### config.mk
export PLATFORM = sky130hd
export DESIGN_NAME = seven_seg_scanner
export DESIGN_NICKNAME = d
export VERILOG_FILES = /design/src/rtl/seven_seg_scanner_pkg.sv /design/src/rtl/seven_seg_scanner_bcd_to_seg7.sv /design/src/rtl/seven_seg_scanner.sv
export SDC_FILE = /design/constraint.sdc
export NUM_CORES = 1
export LEC_CHECK = 0
export BUFFER_PORTS_ARGS = -buffer_cell sky130_fd_sc_hd__buf_2
export CAP_MARGIN = 25
export CORE_MARGIN = 10
export CORE_UTILIZATION = 45
export CTS_CLUSTER_SIZE = 8
export DETAILED_ROUTE_END_ITERATION = 10
export GPL_ROUTABILITY_DRIVEN = 0
export HOLD_SLACK_MARGIN = 0.02
export PLACE_DENSITY = 0.74
export SLEW_MARGIN = 20
export SYNTH_ARGS = -nofsm -noshare
export SYNTH_HDL_FRONTEND = slang
export SYNTH_SLANG_ARGS = --single-unit
### constraint.sdc
create_clock -name i_clk -period 5 [get_ports i_clk]
set_input_delay 0.75 -clock i_clk [delete_from_list [all_inputs] [get_ports i_clk]]
set_output_delay 0.75 -clock i_clk [all_outputs]
set_load 0.01 [all_outputs]
### src/rtl/seven_seg_scanner_pkg.sv
// seven_seg_scanner_pkg: glyph/polarity constants and scan phase type shared by the display scanner
package seven_seg_scanner_pkg;
  localparam logic [6:0] SEG_0     = 7'h40;
  localparam logic [6:0] SEG_1     = 7'h79;
  localparam logic [6:0] SEG_2     = 7'h24;
  localparam logic [6:0] SEG_3     = 7'h30;
  localparam logic [6:0] SEG_4     = 7'h19;
  localparam logic [6:0] SEG_5     = 7'h12;
  localparam logic [6:0] SEG_6     = 7'h02;
  localparam logic [6:0] SEG_7     = 7'h78;
  localparam logic [6:0] SEG_8     = 7'h00;
  localparam logic [6:0] SEG_9     = 7'h10;
  localparam logic [6:0] SEG_DASH  = 7'h3F;
  localparam logic [6:0] SEG_BLANK = 7'h7F;
  localparam logic       SEG_ON    = 1'b0;
  localparam logic       AN_ON     = 1'b0;
  typedef enum logic {PH_GHOST, PH_DRIVE} phase_e;
endpackage

### src/rtl/seven_seg_scanner_bcd_to_seg7.sv
// bcd_to_seg7: combinational BCD -> active-low {g,f,e,d,c,b,a} glyph; codes A..F show a dash
// Ports: i_bcd (4-bit digit), o_seg (7-bit active-low segments)
module bcd_to_seg7
  import seven_seg_scanner_pkg::*;
(
  input  logic [3:0] i_bcd,
  output logic [6:0] o_seg
);
  always_comb begin
    case (i_bcd)
      4'd0:    o_seg = SEG_0;
      4'd1:    o_seg = SEG_1;
      4'd2:    o_seg = SEG_2;
      4'd3:    o_seg = SEG_3;
      4'd4:    o_seg = SEG_4;
      4'd5:    o_seg = SEG_5;
      4'd6:    o_seg = SEG_6;
      4'd7:    o_seg = SEG_7;
      4'd8:    o_seg = SEG_8;
      4'd9:    o_seg = SEG_9;
      default: o_seg = SEG_DASH;
    endcase
  end
endmodule

### src/rtl/seven_seg_scanner.sv
// seven_seg_scanner: multiplexed common-anode 7-seg scanner with anti-ghost blanking and per-frame snapshot
// Ports: i_clk, i_reset (sync, active-high), i_digits (BCD, digit k at [4k+3:4k]), i_dp (dp per digit),
//        o_seg/o_dp/o_an (active-low, registered), o_frame (pulse when the snapshot is taken)
// Build option: define SEVSEG_LZ_BLANK_EN for leading-zero blanking
module seven_seg_scanner
  import seven_seg_scanner_pkg::*;
#(
  parameter int NUM_DIGITS   = 3,
  parameter int CLK_HZ       = 100000000,
  parameter int SCAN_HZ      = 1000,
  parameter int GHOST_CYCLES = 16
) (
  input  logic                    i_clk,
  input  logic                    i_reset,
  input  logic [4*NUM_DIGITS-1:0] i_digits,
  input  logic [NUM_DIGITS-1:0]   i_dp,
  output logic [6:0]              o_seg,
  output logic                    o_dp,
  output logic [NUM_DIGITS-1:0]   o_an,
  output logic                    o_frame
);
  localparam int SLOT = CLK_HZ / SCAN_HZ;
  localparam int CW = $clog2(SLOT);
  localparam int IW = NUM_DIGITS > 1 ? $clog2(NUM_DIGITS) : 1;
  localparam logic [CW-1:0] CNT_LAST = CW'(SLOT - 1);
  localparam logic [CW-1:0] GHOST = CW'(GHOST_CYCLES);
  localparam logic [IW-1:0] IDX_LAST = IW'(NUM_DIGITS - 1);
  localparam phase_e PH_RST = GHOST_CYCLES > 0 ? PH_GHOST : PH_DRIVE;
  logic [CW-1:0] cnt_q, cnt_d;
  logic [IW-1:0] idx_q, idx_d;
  phase_e ph_q, ph_d;
  logic [4*NUM_DIGITS-1:0] sh_q, sh_d;
  logic [NUM_DIGITS-1:0] shdp_q, shdp_d, blank_q, blank_d, lz;
  logic [NUM_DIGITS-1:0] an_q;
  logic [6:0] seg_q, glyph;
  logic [3:0] cur;
  logic dp_q, frame_q, snap;
`ifdef SEVSEG_LZ_BLANK_EN
  logic zero_run;
`endif
  bcd_to_seg7 u_glyph (.i_bcd(cur), .o_seg(glyph));
  // Next-state shadow values feed the output mux so the first cycle of a new frame already sees the snapshot.
  always_comb begin
    snap = cnt_q == '0 && idx_q == '0;
    cnt_d = cnt_q == CNT_LAST ? '0 : cnt_q + 1'b1;
    idx_d = cnt_q != CNT_LAST ? idx_q : idx_q == IDX_LAST ? '0 : idx_q + 1'b1;
    ph_d = cnt_d < GHOST ? PH_GHOST : PH_DRIVE;
    sh_d = snap ? i_digits : sh_q;
    shdp_d = snap ? i_dp : shdp_q;
    lz = '0;
`ifdef SEVSEG_LZ_BLANK_EN
    zero_run = 1'b1;
    for (int k = NUM_DIGITS - 1; k > 0; k--) begin
      zero_run = zero_run & (i_digits[4*k +: 4] == 4'd0);
      lz[k] = zero_run;
    end
`endif
    blank_d = snap ? lz : blank_q;
    cur = sh_d[4*idx_q +: 4];
  end
  always_ff @(posedge i_clk) begin
    if (i_reset) begin
      cnt_q   <= '0;
      idx_q   <= '0;
      ph_q    <= PH_RST;
      sh_q    <= '0;
      shdp_q  <= '0;
      blank_q <= '0;
      an_q    <= '1;
      seg_q   <= SEG_BLANK;
      dp_q    <= 1'b1;
      frame_q <= 1'b0;
    end else begin
      cnt_q   <= cnt_d;
      idx_q   <= idx_d;
      ph_q    <= ph_d;
      sh_q    <= sh_d;
      shdp_q  <= shdp_d;
      blank_q <= blank_d;
      an_q    <= ph_q == PH_DRIVE ? ~(NUM_DIGITS'(1) << idx_q) : '1;
      seg_q   <= ph_q == PH_DRIVE && !blank_d[idx_q] ? glyph : SEG_BLANK;
      dp_q    <= ph_q == PH_DRIVE ? ~shdp_d[idx_q] : 1'b1;
      frame_q <= snap;
    end
  end
  assign o_an = an_q;
  assign o_seg = seg_q;
  assign o_dp = dp_q;
  assign o_frame = frame_q;
endmodule

==> results of run 1 <==
[area by class of cell]
class                           count  area (um^2)  share of cell area, %
Sequential cell                    50         1000                   37.1
Clock buffer                        5         68.8                   2.55
Inverter                           11         41.3                   1.53
Timing Repair Buffer               29          148                   5.47
Tap cell                           70         87.6                   3.24
Multi-Input combinational cell    192         1310                   48.5
Clock inverter                      3         45.0                   1.67
[registers in the layout, summed over array words and instances (netlist names)]
register,count
cnt_q,17
sh_q,12
o_seg,7
blank_q,3
o_an,3
shdp_q,3
idx_q,2
o_dp,1
o_frame,1
ph_q,1
[worst max-delay path, delay by kind of cell (launching register included)]
kind	cells	cell delay (ns)
fa+ha+maj	1	0.29
buf+inv	3	0.52
simple gates	3	1.13
compound gates	2	0.31
mux	2	0.27
flops	1	0.50
[metrics by stage]
step | instances | hold slack, ns | area [um^2] | utilization [%]
final | 360 | 0.463 | 2700 | 52.2
after global routing | 360 | 0.485 | 2700 | 52.2
after CTS | 360 | 0.472 | 2700 | 52.2
after detailed placement | 352 | 0.456 | 2590 | 50.0
after global placement | 352 | 0.439 | 2590 | 50.0
after floorplan | 267 | 0.419 | 2430 | -
[final timing paths]
path | from | end | slack [ns] | depth (start not counted)
setup / recovery | idx_q[1] | o_seg[3] | 1.84 | 11
hold / removal | blank_q[2] | blank_q[2] | 0.46 | 2
setup reg to reg | idx_q[1] | o_seg[3] | 1.84 | 11
hold reg to reg | blank_q[2] | blank_q[2] | 0.46 | 2
[logic make-up after synthesis]
logic type | Yosys count
buffers and inverters | 25
multiplexers | 21
adder cells (fa/ha/maj) | 8
AO/OA/AOI/OAI | 39
flip-flops | 50
AND/OR/NAND/NOR | 108
XOR/XNOR | 16
[power groups by stage]
stage / logic [mW] / registers [mW] / clock network [mW]
3_5_place_dp: 0.117 / 0.429 / 0
3_3_place_gp: 0.115 / 0.429 / 0
5_1_grt: 0.132 / 0.422 / 0.308
2_1_floorplan: 0.0980 / 0.428 / 0
6_report: 0.117 / 0.420 / 0.287
4_1_cts: 0.118 / 0.420 / 0.294
[Yosys cell counts, types with 2 or more instances]
library cell / instances / area [um^2]
sky130_fd_sc_hd__nand3_1: 9 / 45.0
sky130_fd_sc_hd__and3_1: 4 / 25.0
sky130_fd_sc_hd__o32ai_4: 2 / 55.1
sky130_fd_sc_hd__buf_6: 2 / 22.5
sky130_fd_sc_hd__a211oi_1: 2 / 15.0
sky130_fd_sc_hd__and4_1: 2 / 17.5
sky130_fd_sc_hd__buf_2: 5 / 25.0
sky130_fd_sc_hd__o21ai_0: 6 / 30.0
sky130_fd_sc_hd__xnor2_1: 8 / 70.1
sky130_fd_sc_hd__dfxtp_1: 50 / 1000
sky130_fd_sc_hd__and2_1: 2 / 12.5
sky130_fd_sc_hd__nor4_1: 2 / 12.5
sky130_fd_sc_hd__nand2_1: 16 / 60.1
sky130_fd_sc_hd__nor2b_1: 9 / 56.3
sky130_fd_sc_hd__clkbuf_1: 6 / 22.5
sky130_fd_sc_hd__nor2_1: 43 / 161
sky130_fd_sc_hd__o211ai_1: 5 / 37.5
sky130_fd_sc_hd__inv_1: 11 / 41.3
sky130_fd_sc_hd__xor2_1: 8 / 70.1
sky130_fd_sc_hd__nor3b_1: 2 / 15.0
sky130_fd_sc_hd__mux2i_1: 20 / 200
sky130_fd_sc_hd__nand4_1: 3 / 18.8
sky130_fd_sc_hd__nor4_2: 2 / 25.0
sky130_fd_sc_hd__a21boi_0: 3 / 22.5
sky130_fd_sc_hd__ha_1: 8 / 100
sky130_fd_sc_hd__nor3_1: 8 / 40.0
sky130_fd_sc_hd__a21oi_1: 10 / 50.1
[metal layers]
| layer | vias up | global-route usage (%) |
|---|---|---|
| li1 | 964 | - |
| met1 | 868 | 14.6 |
| met2 | 34 | 19.4 |
| met3 | 4 | 3.28 |
| met4 | 0 | 4.24 |
| met5 | - | 0 |
==> run_results.csv, run 1 <==
group,metric,value,unit
pwr,power.switching_fraction,25.4,%
floorplan,core,5170,um^2
pwr,total_power,0.823,mW
pwr,switching_power,0.209,mW
placed_design,detailed_place_hpwl,3.68,mm
cells_and_area,syn2layout_area_growth,11.3,%
synth,synth-seq-cells,50,
synth,synth_top_family_by_area,"simple AND/OR/NAND/NOR gates",
global_routing,global_route_wire_length_before_repair,8.67,mm
sta,finalHoldViolations,0,
detailed_routing,dr_wl_met2,2.27,mm
worst_setup_path,worstPathMaxFanout,13,
pwr,static-leakage-power,1.06,nW
synth,synth_sequential_area_ratio,41.3,%
pwr,internal_power,0.614,mW
clock_tree,clockBufferDepth,2,
detailed_routing,drt-pass1-iter-count,4,
cells_and_area,diodes,0,
sta,fmax,0.316,GHz
detailed_routing,via_per_inst,5.19,
min_path,min_path_type,"reg -> reg",
synth,synth_area_per_cell,9.09,um^2
floorplan,die_h,93.4,um
sta,worst-slew-pin-transition,0.824,ns
detailed_routing,dr_wl_met3,255,um
sta,headroom_to_the_max_slew_limit,44.6,%
worst_setup_path,timing.critical_path.to_type,"flip-flop",
clock_tree,post_cts.repair.setup_buffers,0,
clock_tree,clock_sinks,50,
clock_tree,cts_hold_buffers_added,0,
worst_setup_path,start_kind,"flip-flop",
sta,period_share,63.2,%
cells_and_area,drive_gt1_share,17.2,%
floorplan,initial_utilization,46.9,%
clock_tree,tritoncts.num_buffers,5,
floorplan,placementRows,26,
cells_and_area,layout_commonest_cell,"sky130_fd_sc_hd__dfxtp_1",
detailed_routing,dr_total_vias,1870,
clock_tree,clk-insertion-delay-late,0.31,ns
worst_setup_path,crit_path_top_delay_cell,"sky130_fd_sc_hd__dfxtp_1",
worst_setup_path,critPathRequiredTime,5.17,ns
detailed_routing,route.antenna.remaining_nets,0,
synth,synth_top_flop_cell,"sky130_fd_sc_hd__dfxtp_1",
clock_tree,cts.repair.resized,0,
pwr,power_per_cell_area,305,nW/um^2
worst_setup_path,critPathArrivalTime,3.33,ns
clock_tree,cts_max_level,2,
pwr,clock_power_share,34.8,%
placed_design,dpl_worst_slack,1.87,ns
floorplan,fp.dieArea,8730,um^2
floorplan,die_w,93.4,um
detailed_routing,wl_met1,2.33,mm
detailed_routing,first_iter_violations,125,
outcome,status,"completed",
global_routing,overflow,0,
synth,ys_async_sr_fraction,0,%
synth,syn-instance-count,267,
cells_and_area,final.fill_count,485,
detailed_routing,detail_route.wl_per_cell,13.6,um
worst_setup_path,timing.critical_path.cells,"nor4b_1 > and4_4 > and2_1 > buf_4 > mux2i_1 > o32ai_2 > inv_1 > ha_1 > inv_1 > mux2i_1 > o211ai_1",
global_routing,grtUsageTotal,11.9,%
detailed_routing,totalWireLength,4.91,mm
sta,setup-violations-final,0,
job,cap_viol_max_count,0,
worst_setup_path,slowest_delay,0.50,ns
cells_and_area,most-common-layout-cells,"sky130_fd_sc_hd__dfxtp_1, sky130_fd_sc_hd__nor2_1, sky130_fd_sc_hd__buf_2",
pwr,power_frac_comb,14.2,%
synth,synth_compound_area_share,13.1,%
clock_tree,ctsRootBufferMaster,"sky130_fd_sc_hd__clkbuf_8",
sta,post-route-worst-setup-slack,1.84,ns
pwr,share_seq_of_total_power,51.0,%
synth,synth_fp_nets,292,
synth,synth.area.mux_share,8.87,%
synth,synth-simple-area-share,22.1,%
synth,syn_area,2430,um^2
floorplan,boundaryPins,29,
synth,edff_count_synth,0,
sta,report.final.slew_viol_count,0,
synth,synth_xor_xnor_area_share,5.78,%
clock_tree,clock_tree_from_tritoncts,"yes",
clock_tree,clkSlewWorstSetupHoldPaths,0.09,ns
worst_setup_path,path_class,"reg -> reg",
pwr,max-vdd-ir-drop,0.182,mV
synth,synthAdderAreaFrac,4.13,%
cells_and_area,final_nets,314,
synth,synth_cell_types,46,
global_routing,initial_antenna_violation_count,0,
detailed_routing,route.detailed.drc,0,
sta,min_period,3.16,ns
sta,setup_total_negative_slack,0,ns
detailed_routing,max_used_layer,"met4",
global_routing,grt_pass1_vias,1877,
synth,ys_warn_count,0,
sta,timing.clock.skew,0.00593,ns
global_routing,grt_start_max_net_pins,28,
sta,grt_setup_unrepaired,"no",
placed_design,io_buffer_count,28,
Power figures use the tool's default switching activity.
==> run 2: changes to the inputs <==
--- a/config.mk
+++ b/config.mk
@@ -13,7 +13,7 @@
 export DETAILED_ROUTE_END_ITERATION = 10
 export GPL_ROUTABILITY_DRIVEN = 0
 export HOLD_SLACK_MARGIN = 0.02
-export PLACE_DENSITY = 0.74
+export PLACE_DENSITY = 0.77
 export SLEW_MARGIN = 20
 export SYNTH_ARGS = -nofsm -noshare
 export SYNTH_HDL_FRONTEND = slang
==> constraint.sdc (replaced) <==
create_clock -name i_clk -period 2.65 [get_ports i_clk]
set_input_delay 0.3975 -clock i_clk [delete_from_list [all_inputs] [get_ports i_clk]]
set_output_delay 0.3975 -clock i_clk [all_outputs]
set_load 0.01 [all_outputs]
==> run 2 against run 1 <==
Compared with the run above:
- clock-buffer cell count unchanged
- wire length rose by 7.9%
- critical path depth is 1 higher
- flip-flop and latch count unchanged
- combinational power rose by 130%
- non-clock buffer count grew 15
- register-to-register slack got worse by 1.7 ns
- critical endpoint is now o_seg[2]
- largest cell class unchanged
- largest power group unchanged
==> run_results.csv, run 2 (synthesis results as in run 1) <==
group,metric,value,unit
outcome,status,"completed",
clock_tree,ctsRootBufferMaster,"sky130_fd_sc_hd__clkbuf_8",
worst_setup_path,critPathArrivalTime,2.70,ns
floorplan,die_h,93.4,um
cells_and_area,utilization,54.9,%
cells_and_area,registers.top_by_ff_count,"cnt_q",
cells_and_area,fin_area,2840,um^2
pwr,power_frac_comb,17.2,%
pwr,static-leakage-power,1.14,nW
worst_setup_path,worstPathMaxFanout,5,
floorplan,core,5170,um^2
worst_setup_path,timing.critical_path.to_type,"flip-flop",
clock_tree,tritoncts.num_buffers,5,
sta,worst-slew-pin-transition,0.700,ns
clock_tree,clock_sinks,50,
cells_and_area,syn2layout_area_growth,17.1,%
worst_setup_path,regToRegSetupSlack,0.16,ns
detailed_routing,detail_route.wl_per_cell,14.1,um
min_path,worstHoldStart,"i_digits[7]",
detailed_routing,dr_total_vias,1990,
pwr,internal_power,1.10,mW
detailed_routing,route.antenna.remaining_nets,0,
pwr,switching_power,0.429,mW
detailed_routing,route.detailed.drc,0,
worst_setup_path,r2r_start,"cnt_q[1]",
worst_setup_path,critPathRequiredTime,2.86,ns
global_routing,initial_antenna_violation_count,0,
pwr,total_power,1.53,mW
pwr,share_seq_of_total_power,51.8,%
floorplan,initial_utilization,46.9,%
worst_setup_path,path_class,"reg -> reg",
floorplan,placementRows,26,
cells_and_area,max_ffs_per_register,17,
pwr,power.switching_fraction,28.0,%
sta,finalHoldViolations,0,
clock_tree,clkSlewWorstSetupHoldPaths,0.10,ns
detailed_routing,first_iter_violations,167,
placed_design,io_buffer_count,28,
global_routing,grt_start_max_net_pins,28,
min_path,min_path_type,"in -> reg",
sta,grt_setup_unrepaired,"no",
placed_design,dpl-instance-area,2690,um^2
pwr,max-vdd-ir-drop,0.287,mV
worst_setup_path,timing.critical_path.cells,"inv_1 > ha_1 > nor4b_1 > and4_4 > and2_4 > buf_6 > a211oi_2 > o31a_1 > inv_2 > ha_1 > inv_1 > o311ai_0",
sta,timing.clock.skew,0.0134,ns
worst_setup_path,crit_buf_inv,4,
floorplan,die_w,93.4,um
clock_tree,clock_tree_from_tritoncts,"yes",
clock_tree,clockBufferDepth,2,
worst_setup_path,crit_path_top_delay_cell,"sky130_fd_sc_hd__dfxtp_1",
clock_tree,cts_max_level,2,
detailed_routing,via_per_inst,5.31,
clock_tree,cts_hold_buffers_added,0,
placed_design,detailed_place_hpwl,3.93,mm
detailed_routing,drt-pass1-iter-count,4,
sta,report.final.slew_viol_count,0,
worst_setup_path,critical_path.reg2reg.endpoint,"o_seg[2]",
cells_and_area,final_nets,329,
cells_and_area,drive_gt1_share,23.3,%
pwr,clock_power_share,31.0,%
cells_and_area,layout_commonest_cell,"sky130_fd_sc_hd__dfxtp_1",
global_routing,global_route_wire_length_before_repair,8.60,mm
worst_setup_path,ff2ff_path_depth,12,
global_routing,overflow,0,
worst_setup_path,slowest_delay,0.35,ns
global_routing,grt_pass1_vias,1834,
sta,fmax,0.402,GHz
min_path,worstHoldPathCells,3,
min_path,min_delay_worst_endpoint,"sh_q[7]",
sta,headroom_to_the_max_slew_limit,52.9,%
sta,setup_total_negative_slack,0,ns
sta,min_period,2.49,ns
worst_setup_path,top_delay_family_on_crit_path,"compound AO/OA/AOI/OAI gates",
detailed_routing,totalWireLength,5.30,mm
clock_tree,clk-insertion-delay-late,0.32,ns
worst_setup_path,start_kind,"flip-flop",
sta,setup-violations-final,0,
cells_and_area,most-common-layout-cells,"sky130_fd_sc_hd__dfxtp_1, sky130_fd_sc_hd__nor2_1, sky130_fd_sc_hd__buf_2",
placed_design,dpl_worst_slack,0.0774,ns
global_routing,grtUsageTotal,12.2,%
cells_and_area,final.fill_count,454,
cells_and_area,diodes,0,
floorplan,boundaryPins,29,
job,cap_viol_max_count,0,
sta,period_share,93.8,%
sta,post-route-worst-setup-slack,0.164,ns
floorplan,fp.dieArea,8730,um^2
pwr,power_per_cell_area,539,nW/um^2
-- run 2: cell types whose count changed in the layout (fill, tap and decap cells not counted), moves of 2 or more --
cell / change
sky130_fd_sc_hd__buf_4: +13
sky130_fd_sc_hd__buf_6: +2
sky130_fd_sc_hd__clkinv_4: +2
sky130_fd_sc_hd__clkinvlp_4: -2
sky130_fd_sc_hd__inv_1: -2
sky130_fd_sc_hd__inv_2: +2
sky130_fd_sc_hd__mux2i_1: -2
-- run 2: timing repair --
item | 4_1_cts | 5_1_grt
setup endpoints to repair | 0 | 7
endpoints found under the hold margin | 0 | 0
resized for setup | 0 | 10
setup buffers | 0 | 1
-- run 2: worst max-delay path by stage --
stage	from	endpoint	slack, ns	cells after the start
after global routing	cnt_q[1]	o_seg[0]	0.01	12
after detailed placement	cnt_q[1]	o_seg[2]	0.08	12
after global placement	cnt_q[1]	o_seg[4]	0.15	10
after CTS	cnt_q[1]	o_seg[6]	0.02	12
final	cnt_q[1]	o_seg[2]	0.16	12
after floorplan	cnt_q[0]	o_seg[3]	0.06	14
-- run 2: power by group through the flow --
stage	clock network (mW)	registers, mW	logic [mW]
2_1_floorplan	0	0.807	0.185
3_3_place_gp	0	0.807	0.230
3_5_place_dp	0	0.809	0.236
4_1_cts	0.481	0.791	0.237
5_1_grt	0.525	0.796	0.289
6_report	0.474	0.792	0.264
-- run 2: cell type report --
type	count	area [um^2]	share of cell area [%]
Timing Repair Buffer	44	268	9.43
Clock buffer	5	68.8	2.42
Sequential cell	50	1000	35.2
Clock inverter	3	28.8	1.01
Tap cell	70	87.6	3.08
Inverter	11	41.3	1.45
Multi-Input combinational cell	192	1350	47.4
-- run 2: metrics by stage --
step / hold WS (ns) / cells
2_1_floorplan: 0.419 / 267
3_3_place_gp: 0.425 / 366
3_5_place_dp: 0.431 / 366
4_1_cts: 0.313 / 374
5_1_grt: 0.326 / 375
6_report: 0.310 / 375
-- run 2: per-layer routing --
layer,routed length (um),track usage [%],up-vias
li1,-,-,1000
met1,2490,15.1,935
met2,2370,18.7,45
met3,306,2.88,10
met4,128,7.33,0
met5,0,0,-
-- run 2: worst register-to-register path, cell delays in order, from the launching register on --
cell,delay [ns]
sky130_fd_sc_hd__dfxtp_1,0.35
sky130_fd_sc_hd__inv_1,0.06
sky130_fd_sc_hd__ha_1,0.12
sky130_fd_sc_hd__nor4b_1,0.22
sky130_fd_sc_hd__and4_4,0.28
sky130_fd_sc_hd__and2_4,0.18
sky130_fd_sc_hd__buf_6,0.14
sky130_fd_sc_hd__a211oi_2,0.08
sky130_fd_sc_hd__o31a_1,0.33
sky130_fd_sc_hd__inv_2,0.12
sky130_fd_sc_hd__ha_1,0.15
sky130_fd_sc_hd__inv_1,0.04
sky130_fd_sc_hd__o311ai_0,0.32
